$ cat config.mk
export PLATFORM = sky130hd
export DESIGN_NAME = pc_gen
export DESIGN_NICKNAME = d
export VERILOG_FILES = /design/src/rtl/pc_gen.sv
export SDC_FILE = /design/constraint.sdc
export NUM_CORES = 1
export LEC_CHECK = 0
export CORE_ASPECT_RATIO = 1.5
export CORE_UTILIZATION = 52
export DETAILED_ROUTE_END_ITERATION = 16
export PLACE_DENSITY = 0.86
export RECOVER_POWER = 100
export SLEW_MARGIN = 20
export SYNTH_ARGS = -nofsm -noshare
export SYNTH_HDL_FRONTEND = slang
export SYNTH_SLANG_ARGS = --single-unit
$ cat constraint.sdc
create_clock -name clk -period 6.75 [get_ports clk]
set_input_delay 1.35 -clock clk [delete_from_list [all_inputs] [get_ports clk]]
set_output_delay 1.35 -clock clk [all_outputs]
set_load 0.01 [all_outputs]
$ cat src/rtl/pc_gen.sv
// Program-counter generator: boot FSM, valid/ready fetch handshake, prioritised EX redirects with a
// redirect latch that survives stalls, and a fetch-issue counter. Optional misaligned-target trap: PC_MISALIGN_TRAP_EN.
module pc_gen #(
  parameter int              XLEN      = 32,
  parameter logic [XLEN-1:0] RESET_VEC = 32'h0000_0000,
  parameter int              INC       = 4,
  parameter logic [XLEN-1:0] TRAP_VEC  = 32'h0000_0100,
  parameter int              CNT_W     = 32
) (
  input  logic             clk,
  input  logic             rst,
  input  logic             stall,
  input  logic             redir_valid,
  input  logic [XLEN-1:0]  redir_target,
  input  logic             fetch_ready,
  output logic [XLEN-1:0]  pc,
  output logic             pc_valid,
  output logic [XLEN-1:0]  pc_seq,
  output logic             redir_pending,
  output logic [CNT_W-1:0] fetch_cnt,
  output logic             misalign,
  output logic [XLEN-1:0]  bad_target
);

  typedef enum logic [1:0] {BOOT, RUN, HOLD} state_t;

  state_t            state_q, state_d;
  logic [XLEN-1:0]   pc_q, pc_d;
  logic              pc_valid_q, pc_valid_d;
  logic              pend_q, pend_d;
  logic [XLEN-1:0]   tgt_q, tgt_d;
  logic [CNT_W-1:0]  cnt_q, cnt_d;
  logic              accept;
  logic [XLEN-1:0]   eff;
  logic              take_en;
  logic [XLEN-1:0]   take_addr;

  // JALR rule: bit0 of any redirect target is ignored.
  assign eff    = {redir_target[XLEN-1:1], 1'b0};
  assign accept = pc_valid_q & fetch_ready & ~stall;

  always_comb begin
    state_d    = state_q;
    pc_valid_d = pc_valid_q;
    pend_d     = pend_q;
    tgt_d      = tgt_q;
    cnt_d      = cnt_q;
    take_en    = 1'b0;
    take_addr  = eff;
    if (accept) cnt_d = cnt_q + CNT_W'(1);
    case (state_q)
      BOOT: begin
        state_d    = RUN;
        pc_valid_d = 1'b1;
      end
      RUN: begin
        if (redir_valid && !stall) begin
          take_en = 1'b1;
        end else if (redir_valid) begin
          tgt_d   = eff;
          pend_d  = 1'b1;
          state_d = HOLD;
        end
      end
      HOLD: begin
        if (stall) begin
          if (redir_valid) tgt_d = eff;
        end else begin
          take_en   = 1'b1;
          take_addr = redir_valid ? eff : tgt_q;
          pend_d    = 1'b0;
          state_d   = RUN;
        end
      end
      default: state_d = BOOT;
    endcase
  end

`ifdef PC_MISALIGN_TRAP_EN
  logic            mis_q, mis_d;
  logic [XLEN-1:0] bad_q, bad_d;

  always_comb begin
    pc_d  = pc_q;
    mis_d = 1'b0;
    bad_d = bad_q;
    if (take_en) begin
      if (take_addr[1]) begin
        pc_d  = TRAP_VEC;
        mis_d = 1'b1;
        bad_d = take_addr;
      end else begin
        pc_d = take_addr;
      end
    end else if (state_q == RUN && accept && !redir_valid) begin
      pc_d = pc_q + XLEN'(INC);
    end
  end

  always_ff @(posedge clk or posedge rst) begin
    if (rst) begin
      mis_q <= 1'b0;
      bad_q <= '0;
    end else begin
      mis_q <= mis_d;
      bad_q <= bad_d;
    end
  end

  assign misalign   = mis_q;
  assign bad_target = bad_q;
`else
  always_comb begin
    pc_d = pc_q;
    if (take_en) pc_d = take_addr;
    else if (state_q == RUN && accept && !redir_valid) pc_d = pc_q + XLEN'(INC);
  end

  assign misalign   = 1'b0;
  assign bad_target = '0;
`endif

  always_ff @(posedge clk or posedge rst) begin
    if (rst) begin
      state_q    <= BOOT;
      pc_q       <= RESET_VEC;
      pc_valid_q <= 1'b0;
      pend_q     <= 1'b0;
      tgt_q      <= '0;
      cnt_q      <= '0;
    end else begin
      state_q    <= state_d;
      pc_q       <= pc_d;
      pc_valid_q <= pc_valid_d;
      pend_q     <= pend_d;
      tgt_q      <= tgt_d;
      cnt_q      <= cnt_d;
    end
  end

  assign pc            = pc_q;
  assign pc_valid      = pc_valid_q;
  assign pc_seq        = pc_q + XLEN'(INC);
  assign redir_pending = pend_q;
  assign fetch_cnt     = cnt_q;

endmodule

After elaboration in Yosys (flattened, before gate mapping). Index checks and enable logic that the tools add are counted.

Register bits: 100. Bits of input ports: 37. Word-level logic and storage cells: 47. Output and inout port bits: 131.

Bitwise gates (word level): 3. $add $sub $neg: 2. Multiplexer cells: 19. Equal/unequal tests: 6. Reductions and logical operators: 11.

Operators by type and width (number): $mux 32 (7); $pmux 32 s2 (1); $add 32x1->32 const B (1); $add 32x3->32 const B (1); $ne 2x2->1 const B (4); $mux 2 (3); $pmux 2 s3 (1); $reduce_and 3->1 (2); $mux 1 (5); $pmux 1 s2 (2); $reduce_and 4->1 (1); $reduce_bool 2->1 (2); $logic_and 1x1->1 (3); $and 1x1->1 (2); $eq 2x1->1 const B (1); $eq 2x2->1 const B (1); $logic_not 1->1 (2); $logic_not 2->1 (1); $not 1->1 (1).

Depth between registers and ports, before layout. Gate-level depths: netlist of run 1.

Word-level depth: 6. Gate-level depth with buffers: 8. Gate-level depth less buffers: 6.

Worst setup path before layout of run 1. No wires, ideal clock.

Kind: reg-to-output. Start: register pc_q[2], in the netlist pc[2]. End: output port pc_seq[30]. Arrival time: 2.136 ns. Setup slack: 3.264 ns. Required time: 5.400 ns. Cell stages (with the launch flop): 7. Buffers on the path: 1. Cell sequence: dfrtp_1 ha_1 nand4_1 or4_1 buf_2 or4_1 xnor2_1.

Word-level cells in the longest chain between the ends: 1.

Ends and longest elaborated chain: start: declaration (line 28) `logic [XLEN-1:0] pc_q, pc_d;`; start signal: assignment (line 133) `pc_q <= pc_d;`; $add 32x3->32 (line 143) `assign pc_seq = pc_q + XLEN'(INC);`; end: declaration (line 18) `output logic [XLEN-1:0] pc_seq,`.

No other way between the ends.

Final worst setup path of run 1.
Start: register pc_q[5], in the netlist pc[5]. End: output port pc_seq[29].

The elaborated chain is that of the path after synthesis.

==> summary.md, run 1 <==
| Metric | Value |
|---|---|
| Total routing usage reported by global routing | `0.264` |
| CP required | `5.40 ns` |
| GRT Residual Overflow | `0` |
| Endpoint kind of the worst setup timing path | `primary output` |
| Fraction of registers with async set/reset | `1.00` |
| Power per Cell Area | `387 nW/µm²` |
| Clock latency of the later-clocked register in the worst-skew pair | `0.35 ns` |
| Number of H-tree levels | `3` |
| Largest stage delay on the critical path | `0.79 ns` |
| Prevailing post-synth register cell | `sky130_fd_sc_hd__dfrtp_1` |
| Buffer cell driving the clock tree root | `sky130_fd_sc_hd__clkbuf_16` |
| Min-Delay Startpoint | `fetch_cnt[31]` |
| Wire length of the first global-routing pass | `24.0 mm` |
| Post-route DRC | `0` |
| Most common library cell in the layout ignoring fill and taps | `sky130_fd_sc_hd__dfrtp_1` |
| Chain of cells forming the critical path | `and4_1 > nand3_1 > or4_1 > xnor2_1 > dlygate4sd3_1` |
| CTS tree | `yes` |
| Hold WS | `0.466 ns` |
| Fill cell instance count of the final layout | `883` |
| Relative slew slack | `-0.380` |
| Layout overhead on the synthesized area | `26.1%` |
| #FFs+latches synth | `100` |
| Final period utilization | `0.705` |
| Number of cells on the worst hold path | `1` |
| Total of warnings raised by yosys | `0` |
| Cell with the largest stage delay on the worst path | `sky130_fd_sc_hd__or4_1` |
| Total Negative Setup Slacks | `0 ns` |
| Worst clock skew | `0.00744 ns` |
| Gp weighted congestion | `0.928` |
| Initial cell density of the core | `0.531` |
| Leakage | `3.05 nW` |
| Count of pins on the block boundary | `168` |
| Unrepaired setup endpoints after global routing | `false` |
| Final hold viol count | `0` |
| Worst-path maximum fanout | `26` |
| Fraction of layout instances using a drive strength above 1 | `0.0808` |
| Number of synthesized flops with an enable pin | `0` |
| Reg2Reg Launch Point | `state_q[1]` |
| Via density per instance | `5.90` |
| HPWL reported at the end of detailed placement | `10.6 mm` |
| Via count of the first global-routing pass | `4963` |
| Kind of path behind the tightest hold check | `register to register` |
| Distinct cell type count after synthesis | `50` |
| Total core area | `11000 µm²` |
| Startpoint type of the worst setup path | `register` |
| Initial drt markers | `258` |
| Cell area after technology mapping | `5840 µm²` |
| Worst Setup Path Type | `register to primary output` |
| Arrival time worst endpoint | `3.41 ns` |
| Highest ir drop seen on vdd | `0.000231 V` |
| Syn avg cell area | `10.1 µm²` |
| Die Y | `132 µm` |
| Post-Syn Instances | `580` |
| Power after layout | `0.00285 W` |
| Buffer levels on the longest clock path | `2` |
| Post-detailed-routing wire length | `14.8 mm` |
| MaxCap Viol Count | `4` |
| Reg2reg path depth | `6` |
| Shortest period the worst path allows | `4.76 ns` |
| Clock slew at the register clock pins of the worst setup and hold paths | `0.06 ns` |
| Slew Viols, Final | `200` |
| Transition time at the pin with the least slew margin | `2.06 ns` |
| Critical register-to-register path endpoint | `pc[28]` |
| Vias after detailed routing | `4957` |
| Site Rows | `47` |
| Total CTS buffers | `9` |
| Commonest cells after routing, fill and taps aside | `100 x sky130_fd_sc_hd__dfrtp_1, 98 x sky130_fd_sc_hd__dlygate4sd3_1, 35 x sky130_fd_sc_hd__clkdlybuf4s50_1, 33 x sky130_fd_sc_hd__xnor2_1, 33 x sky130_fd_sc_hd__conb_1` |
| Hold-fix buffers, CTS | `0` |
| Count of cells resized by post-cts repair | `0` |
| Number of post-CTS setup repair buffers | `0` |
| Overall die area | `11700 µm²` |
| Diodes inserted | `0` |
| Sequential fraction of the synthesis area | `0.429` |
| Width of the die | `88.5 µm` |
| Number of iterations in the first detailed-routing pass | `5` |
| Worst min-delay path endpoint | `fetch_cnt[31]` |
| Antenna Violating Nets Remaining | `0` |
| Achievable frequency | `0.210 GHz` |
| Run status | `finished with violations` |
| Net count reported at finish | `731` |
| Clock sink count | `100` |
| Setup slack, reg-to-reg | `3.51 ns` |
| Largest net degree at the start of global routing | `66` |
| Routed length per placed instance | `17.6 µm` |
| Failing checks | `capacitance limit, slew limit` |
| IO buf count | `133` |
| Finish-stage setup viols | `0` |
| Initial antenna violation count | `0` |
[cell families (layout without fill, tap and decap cells)]
group,count (synthesis),count (layout),synth area share
and+or+nand+nor,205,205,0.211
xor gates and xnor gates,65,65,0.0975
DFF,100,100,0.429
other,1,33,0.000642
adders and majority gates,6,6,0.0129
muxes,36,36,0.0686
AOI/OAI and AO/OA,90,90,0.105
buffers and inverters,77,158,0.0757
[registers in the layout, summed over array words and instances, names as in the netlist]
signal         cells
fetch_cnt         32
pc                32
tgt_q             32
state_q            2
pc_valid           1
redir_pending      1
[through the flow]
stage	cell area, µm²	utilization	std cells	worst slack (ns)
CTS	7390	0.672	840	2.07
detailed placement	7090	0.644	824	2.45
global route	7360	0.669	840	1.79
finish	7360	0.669	840	1.99
global placement	7090	0.644	824	2.56
floorplan	5960	-	612	2.78
[critical path: cells and delay by family (launching register included)]
kind / cells / cell delay (ns)
buf+inv: 1 / 0.62
xor+xnor: 1 / 0.16
simple gates: 3 / 1.75
flops: 1 / 0.52
[routing by layer]
metal | GRT usage | up-vias | share of wire
met5 | 0 | - | 0
met4 | 0.146 | 0 | 0.040
met3 | 0.0470 | 42 | 0.058
met2 | 0.446 | 229 | 0.53
met1 | 0.311 | 2414 | 0.37
li1 | - | 2272 | -
[layout make-up]
class	count	area [µm²]	share of cell area
multi-input cells	435	3000	0.408
flip-flops and latches	100	2500	0.340
repair buffers	136	1350	0.183
clock buffers	12	256	0.0348
well taps	147	184	0.0250
clock inverters	4	47.5	0.00646
inverters	6	23.8	0.00323
[how the worst max path moves through the flow]
stage / endpoint / cells past startpoint / from
after floorplan: fetch_cnt[0] / 1 / rst
after global placement: pc_seq[25] / 5 / pc[5]
after detailed placement: pc_seq[29] / 5 / pc[5]
after CTS: pc_seq[29] / 5 / pc[5]
after global routing: pc_seq[29] / 5 / pc[5]
final: pc_seq[29] / 5 / pc[5]
[where the power goes]
group	total (W)	switching [W]	internal, W
combinational	0.00124	0.000594	0.000643
sequential	0.00109	0.000271	0.000816
clock	0.000529	0.000222	0.000306
total	0.00285	0.00109	0.00177
[synth_stat cells (4+ instances only)]
| cell | count | share of area |
|---|---|---|
| sky130_fd_sc_hd__inv_1 | 6 | 0.0039 |
| sky130_fd_sc_hd__and3_1 | 8 | 0.0086 |
| sky130_fd_sc_hd__o31ai_1 | 15 | 0.019 |
| sky130_fd_sc_hd__o21ai_0 | 8 | 0.0069 |
| sky130_fd_sc_hd__nand3_1 | 18 | 0.015 |
| sky130_fd_sc_hd__buf_1 | 4 | 0.0026 |
| sky130_fd_sc_hd__xnor2_1 | 33 | 0.050 |
| sky130_fd_sc_hd__buf_4 | 35 | 0.045 |
| sky130_fd_sc_hd__a21oi_1 | 8 | 0.0069 |
| sky130_fd_sc_hd__nor2_1 | 15 | 0.0096 |
| sky130_fd_sc_hd__xor2_1 | 32 | 0.048 |
| sky130_fd_sc_hd__and4_1 | 9 | 0.014 |
| sky130_fd_sc_hd__clkbuf_1 | 20 | 0.013 |
| sky130_fd_sc_hd__ha_1 | 6 | 0.013 |
| sky130_fd_sc_hd__nand2_1 | 30 | 0.019 |
| sky130_fd_sc_hd__dfrtp_1 | 100 | 0.43 |
| sky130_fd_sc_hd__a31oi_1 | 22 | 0.024 |
| sky130_fd_sc_hd__and2_1 | 6 | 0.0064 |
| sky130_fd_sc_hd__buf_2 | 8 | 0.0069 |
| sky130_fd_sc_hd__nand4_1 | 22 | 0.024 |
| sky130_fd_sc_hd__mux2_2 | 32 | 0.062 |
| sky130_fd_sc_hd__or3_1 | 7 | 0.0075 |
| sky130_fd_sc_hd__or4_1 | 24 | 0.031 |
| sky130_fd_sc_hd__nor4_1 | 8 | 0.0086 |
| sky130_fd_sc_hd__a211oi_1 | 28 | 0.036 |
| sky130_fd_sc_hd__nor2b_1 | 30 | 0.032 |
| sky130_fd_sc_hd__mux2i_1 | 4 | 0.0069 |
| sky130_fd_sc_hd__nor3_1 | 12 | 0.010 |
No activity file was read; power rests on OpenSTA's default activity.
==> inputs of run 2 (changes only) <==
--- a/config.mk
+++ b/config.mk
@@ -6,9 +6,9 @@
 export NUM_CORES = 1
 export LEC_CHECK = 0
 export CORE_ASPECT_RATIO = 1.5
-export CORE_UTILIZATION = 52
+export CORE_UTILIZATION = 48
 export DETAILED_ROUTE_END_ITERATION = 16
-export PLACE_DENSITY = 0.86
+export PLACE_DENSITY = 0.81
 export RECOVER_POWER = 100
 export SLEW_MARGIN = 20
 export SYNTH_ARGS = -nofsm -noshare
==> constraint.sdc (replaced) <==
create_clock -name clk -period 4.85 [get_ports clk]
set_input_delay 0.97 -clock clk [delete_from_list [all_inputs] [get_ports clk]]
set_output_delay 0.97 -clock clk [all_outputs]
set_load 0.01 [all_outputs]
==> run 2 against run 1 <==
Net effect: design area grew 0.82%; sequential power up 39%; clock skew grew 0.0019 ns; count of clock-buffer cells in the layout shrank 2; clock power increased by 58%; largest power group unchanged; wire length grew 0.67%; worst hold slack improved by 0.0080 ns; via count unchanged; largest cell class unchanged; cell count is 0.83% higher; non-clock buffer count rose by 1; the flow finishes with violations (DRC, capacitance limit, slew limit); register-to-register slack lost 1.9 ns.
==> summary.md, run 2 (same netlist as run 1, synthesis figures left out) <==
| Metric | Value |
|---|---|
| Run status | `finished with violations` |
| Failing checks | `DRC, capacitance limit, slew limit` |
| Number of post-CTS setup repair buffers | `0 (unchanged)` |
| Transition time at the pin with the least slew margin | `2.89 ns (+0.823 ns)` |
| Fraction of layout instances using a drive strength above 1 | `0.0807 (-0.000116)` |
| Number of H-tree levels | `3 (unchanged)` |
| Initial cell density of the core | `0.491 (-0.0400)` |
| Highest ir drop seen on vdd | `0.000283 V (+23%)` |
| Clock sink count | `100 (unchanged)` |
| Gate family responsible for the most delay along the worst path | `simple AND/OR/NAND/NOR gates` |
| Via density per instance | `5.85 (-0.83%)` |
| Overall die area | `12600 µm² (+8.2%)` |
| Layout overhead on the synthesized area | `27.1%` |
| Most common library cell in the layout ignoring fill and taps | `sky130_fd_sc_hd__dfrtp_1` |
| Commonest cells after routing, fill and taps aside | `100 x sky130_fd_sc_hd__dfrtp_1, 98 x sky130_fd_sc_hd__dlygate4sd3_1, 35 x sky130_fd_sc_hd__clkdlybuf4s50_1, 33 x sky130_fd_sc_hd__xnor2_1, 33 x sky130_fd_sc_hd__conb_1` |
| Cell type with the highest occurrence count on the critical path | `sky130_fd_sc_hd__or4_1` |
| Site Rows | `49 (+4.3%)` |
| GRT Residual Overflow | `0 (unchanged)` |
| Clock slew at the register clock pins of the worst setup and hold paths | `0.07 ns (about the same)` |
| Relative slew slack | `-0.927 (-0.548)` |
| Hold-fix buffers, CTS | `0 (unchanged)` |
| IO buf count | `133 (unchanged)` |
| HPWL reported at the end of detailed placement | `10.6 mm (about the same)` |
| Initial drt markers | `322 (+25%)` |
| Buffer levels on the longest clock path | `2 (unchanged)` |
| Startpoint type of the worst setup path | `register` |
| Final hold viol count | `0 (unchanged)` |
| Largest net degree at the start of global routing | `77 (+17%)` |
| Leakage | `3.08 nW (+0.98%)` |
| Arrival time worst endpoint | `3.28 ns (-0.13 ns)` |
| Worst Setup Path Type | `register to primary output` |
| Wire length of the first global-routing pass | `23.9 mm (-0.40%)` |
| Net count reported at finish | `732 (+0.14%)` |
| Routed length per placed instance | `17.6 µm (-0.16%)` |
| Number of iterations in the first detailed-routing pass | `12 (+7)` |
| Initial antenna violation count | `0 (unchanged)` |
| Chain of cells forming the critical path | `ha_1 > nand4_1 > or4_1 > or4_1 > xnor2_1 > dlygate4sd3_1` |
| Total routing usage reported by global routing | `0.242 (-0.0224)` |
| Total core area | `11900 µm² (+8.2%)` |
| Achievable frequency | `0.235 GHz` |
| Gp weighted congestion | `0.853 (-8.1%)` |
| Core utilization of the finished layout | `0.624 (-0.0454)` |
| Unrepaired setup endpoints after global routing | `false` |
| Vias after detailed routing | `4957 (unchanged)` |
| Slew Viols, Final | `174 (-13%)` |
| CP required | `3.88 ns (-1.52 ns)` |
| Cell count after placement | `831 (+0.85%)` |
| Worst clock skew | `0.00931 ns (+0.00187 ns)` |
| Finish-stage setup viols | `0 (unchanged)` |
| Total Negative Setup Slacks | `0 ns (unchanged)` |
| MaxCap Viol Count | `3 (-1)` |
| CTS tree | `yes` |
| Post-route DRC | `2 (+2)` |
| Clock latency of the later-clocked register in the worst-skew pair | `0.34 ns (about the same)` |
| Shortest period the worst path allows | `4.25 ns` |
| Power per Cell Area | `549 nW/µm² (+42%)` |
| Cell with the largest stage delay on the worst path | `sky130_fd_sc_hd__or4_1` |
| Fill cell instance count of the final layout | `986 (+12%)` |
| Worst-path maximum fanout | `10 (-62%)` |
| Final period utilization | `0.876` |
| Antenna Violating Nets Remaining | `0 (unchanged)` |
| Finished Layout Cells | `847 (+0.83%)` |
| Largest stage delay on the critical path | `0.70 ns (-0.09 ns)` |
| Count of pins on the block boundary | `168 (unchanged)` |
| Power after layout | `0.00408 W (+43%)` |
| Buffering stage count on the worst path with inverters included | `1 (unchanged)` |
| Kind of path behind the tightest hold check | `register to register` |
| Width of the die | `92.0 µm (+4.0%)` |
| Endpoint kind of the worst setup timing path | `primary output` |
| Count of cells resized by post-cts repair | `0 (unchanged)` |
| Die Y | `137 µm (+4.0%)` |
| Diodes inserted | `0 (unchanged)` |
| Total CTS buffers | `9 (unchanged)` |
| Via count of the first global-routing pass | `4724 (-4.8%)` |
| Post-detailed-routing wire length | `14.9 mm (+0.67%)` |
| Buffer cell driving the clock tree root | `sky130_fd_sc_hd__clkbuf_16` |
run 2: changes by cell type in the layout (fill, tap and decap cells not counted), sizes merged:
| cell | previous run | this run |
|---|---|---|
| inv | 5 | 6 |
| buf | 1 | 2 |
| clkinvlp | 2 | 1 |
| bufinv | 1 | 3 |
| clkbuf | 14 | 12 |
run 2: path summary, 6_finish.rpt:
check / start / end / slack [ns] / cells past startpoint
min in group asynchronous: rst / fetch_cnt[16] / 2.11 / 2
setup reg to reg: state_q[1] / pc[19] / 1.59 / 6
hold reg to reg: fetch_cnt[31] / fetch_cnt[31] / 0.47 / 1
setup / recovery: pc[3] / pc_seq[30] / 0.60 / 6
hold / removal: fetch_cnt[31] / fetch_cnt[31] / 0.47 / 1
max in group asynchronous: rst / fetch_cnt[26] / 0.87 / 3
run 2: routing by layer:
| layer | global-route usage | up-vias | share of wire |
|---|---|---|---|
| met5 | 0 | - | 0 |
| met4 | 0.117 | 0 | 0.030 |
| met3 | 0.0322 | 35 | 0.054 |
| met2 | 0.424 | 221 | 0.53 |
| met1 | 0.292 | 2423 | 0.39 |
| li1 | - | 2278 | - |
run 2: layout make-up:
cell class / count / area, µm² / area share
multi-input combinational: 435 / 3000 / 0.404
sequential: 100 / 2500 / 0.337
timing repair buffer: 137 / 1360 / 0.183
clock buffer: 10 / 239 / 0.0322
tap: 153 / 191 / 0.0258
clock inverter: 6 / 111 / 0.0150
inverter: 6 / 22.5 / 0.00303
run 2: per-stage QoR:
stage                     hold slack (ns)  area (µm²)  setup slack [ns]
after floorplan                     0.459        5960              1.26
after global placement              0.457        7100              1.07
after global routing                0.498        7420             0.256
final                               0.474        7420             0.599
after CTS                           0.490        7450             0.640
after detailed placement            0.480        7100              1.03
run 2: where the power goes:
part	total, W	internal [W]	leakage (nW)	switching, W
combinational	0.00173	0.000895	1.69	0.000835
clock	0.000834	0.000518	0.169	0.000315
sequential	0.00151	0.00113	1.22	0.000377
==> inputs of run 3 (changes only) <==
--- a/config.mk
+++ b/config.mk
@@ -6,6 +6,7 @@
 export NUM_CORES = 1
 export LEC_CHECK = 0
 export CORE_ASPECT_RATIO = 1.5
+export CORE_MARGIN = 5
 export CORE_UTILIZATION = 48
 export DETAILED_ROUTE_END_ITERATION = 16
 export PLACE_DENSITY = 0.81
==> run 3 against run 2 <==
Net effect: the flow finishes with violations (capacitance limit, slew limit); wire length increased by 2.4%; clock power decreased by 12%; non-clock buffer count grew 1; count of clock-buffer cells in the layout is 3 higher; worst setup slack improved by 0.027 ns; combinational power hardly changed; die area increased by 15%; sequential share of layout area is 0.18 points higher; via count shrank 1.7%; clock skew decreased by 0.0028 ns; critical endpoint unchanged; largest power group unchanged; highest routed layer unchanged.
==> summary.md, run 3 (same netlist as run 1, synthesis figures left out) <==
| Metric | Value |
|---|---|
| Run status | `finished with violations` |
| Failing checks | `capacitance limit, slew limit` |
| Overall die area | `14500 µm² (+15%)` |
| Hold-fix buffers, CTS | `0 (unchanged)` |
| Total CTS buffers | `9 (unchanged)` |
| Initial antenna violation count | `0 (unchanged)` |
| Total core area | `12000 µm² (+0.52%)` |
| Leakage | `3.05 nW (-1.0%)` |
| Post-detailed-routing wire length | `15.3 mm (+2.4%)` |
| Total Negative Setup Slacks | `0 ns (unchanged)` |
| Width of the die | `100 µm (+8.7%)` |
| Finished Layout Cells | `848 (+0.12%)` |
| Kind of path behind the tightest hold check | `register to register` |
| Endpoint kind of the worst setup timing path | `primary output` |
| Via count of the first global-routing pass | `4951 (+4.8%)` |
| Relative slew slack | `-0.378 (+0.549)` |
| Site Rows | `49 (unchanged)` |
| Antenna Violating Nets Remaining | `0 (unchanged)` |
| Unrepaired setup endpoints after global routing | `false` |
| Routed length per placed instance | `18.0 µm (+2.3%)` |
| Number of iterations in the first detailed-routing pass | `4 (-8)` |
| Via density per instance | `5.75 (-1.8%)` |
| Die Y | `145 µm (+5.8%)` |
| Initial drt markers | `255 (-21%)` |
| Buffer levels on the longest clock path | `2 (unchanged)` |
| Finish-stage setup viols | `0 (unchanged)` |
| Diodes inserted | `0 (unchanged)` |
| Post-route DRC | `0 (-2)` |
| Wire length of the first global-routing pass | `24.8 mm (+3.6%)` |
| GRT Residual Overflow | `0 (unchanged)` |
| Worst clock skew | `0.00647 ns (-0.00285 ns)` |
| Count of pins on the block boundary | `168 (unchanged)` |
| Area of placed instances | `7110 µm² (+0.11%)` |
| Fraction of layout instances using a drive strength above 1 | `0.0806 (-0.000116)` |
| Count of cells resized by post-cts repair | `0 (unchanged)` |
| Clock latency of the later-clocked register in the worst-skew pair | `0.35 ns (about the same)` |
| Number of cells on the worst hold path | `1 (unchanged)` |
| Net count reported at finish | `733 (+0.14%)` |
| CP required | `3.88 ns (about the same)` |
| Final hold viol count | `0 (unchanged)` |
| Startpoint type of the worst setup path | `register` |
| Number of post-CTS setup repair buffers | `0 (unchanged)` |
| Worst-path maximum fanout | `10 (unchanged)` |
| Achievable frequency | `0.237 GHz (+0.65%)` |
| CTS tree | `yes` |
| Most common library cell in the layout ignoring fill and taps | `sky130_fd_sc_hd__dfrtp_1` |
| Initial cell density of the core | `0.488 (-0.00252)` |
| Final period utilization | `0.871 (-0.00564)` |
| Vias after detailed routing | `4874 (-1.7%)` |
| Total routing usage reported by global routing | `0.209 (-0.0331)` |
| HPWL reported at the end of detailed placement | `11.3 mm (+6.3%)` |
| Largest net degree at the start of global routing | `64 (-17%)` |
| Core utilization of the finished layout | `0.617 (-0.00655)` |
| Slew Viols, Final | `142 (-18%)` |
| Transition time at the pin with the least slew margin | `2.06 ns (-0.826 ns)` |
| Shortest period the worst path allows | `4.22 ns (-0.0273 ns)` |
| Gp weighted congestion | `0.863 (+1.2%)` |
| IO buf count | `133 (unchanged)` |
| Cell count after placement | `832 (+0.12%)` |
| Worst Setup Path Type | `register to primary output` |
| Highest ir drop seen on vdd | `0.000292 V (+2.9%)` |
| Commonest cells after routing, fill and taps aside | `100 x sky130_fd_sc_hd__dfrtp_1, 98 x sky130_fd_sc_hd__dlygate4sd3_1, 35 x sky130_fd_sc_hd__clkdlybuf4s50_1, 33 x sky130_fd_sc_hd__xnor2_1, 33 x sky130_fd_sc_hd__conb_1` |
| MaxCap Viol Count | `3 (unchanged)` |
| Layout overhead on the synthesized area | `26.4%` |
| Clock sink count | `100 (unchanged)` |
| Arrival time worst endpoint | `3.25 ns (-0.03 ns)` |
| Number of H-tree levels | `3 (unchanged)` |
| Reg2reg path depth | `6 (unchanged)` |
| Power per Cell Area | `538 nW/µm² (-2.1%)` |
| Layout Cell Area excl Fill | `7380 µm² (-0.54%)` |
| Clock slew at the register clock pins of the worst setup and hold paths | `0.06 ns (about the same)` |
| Buffer cell driving the clock tree root | `sky130_fd_sc_hd__clkbuf_16` |
-- run 3: report_power, final --
part	switching [W]	internal, W
registers	0.000366	0.00113
logic	0.000836	0.000896
clock network	0.000308	0.000429
-- run 3: final cells by class --
cell class / instances / area [µm²]
Tap cell: 153 / 191
Clock inverter: 3 / 45.0
Inverter: 6 / 23.8
Fill cell: 984 / 4570
Timing Repair Buffer: 138 / 1360
Clock buffer: 13 / 260
Multi-Input combinational cell: 435 / 3000
Sequential cell: 100 / 2500
-- run 3: path summary, 6_finish.rpt --
| path | start | to | slack, ns |
|---|---|---|---|
| min in group asynchronous | rst | fetch_cnt[17] | 1.58 |
| hold reg to reg | fetch_cnt[31] | fetch_cnt[31] | 0.47 |
| setup reg to reg | state_q[0] | pc[9] | 1.59 |
| hold / removal | fetch_cnt[31] | fetch_cnt[31] | 0.47 |
| setup / recovery | pc[2] | pc_seq[30] | 0.63 |
| max in group asynchronous | rst | tgt_q[27] | 1.39 |
-- run 3: worst max-delay path: stages (launching register included) --
cell and delay (ns):
sky130_fd_sc_hd__dfrtp_1 0.40, sky130_fd_sc_hd__ha_1 0.29, sky130_fd_sc_hd__nand4_1 0.20, sky130_fd_sc_hd__or4_1 0.68, sky130_fd_sc_hd__or4_1 0.55, sky130_fd_sc_hd__xnor2_1 0.15, sky130_fd_sc_hd__dlygate4sd3_1 0.64
-- run 3: routing by layer --
layer | wire (µm) | part of all wire | GRT usage | vias up
li1 | - | - | - | 2273
met1 | 5920 | 0.39 | 0.255 | 2375
met2 | 7950 | 0.52 | 0.355 | 192
met3 | 926 | 0.061 | 0.0423 | 34
met4 | 456 | 0.030 | 0.0877 | 0
met5 | 0 | 0 | 0 | -
-- run 3: stage by stage --
step           worst slack (ns)  hold slack (ns)  total power (W)
2_1_floorplan              1.26            0.459          0.00249
3_3_place_gp               1.06            0.455          0.00329
3_5_place_dp               1.04            0.471          0.00337
4_1_cts                   0.660            0.480          0.00412
5_1_grt                   0.415            0.491          0.00422
6_report                  0.626            0.475          0.00397
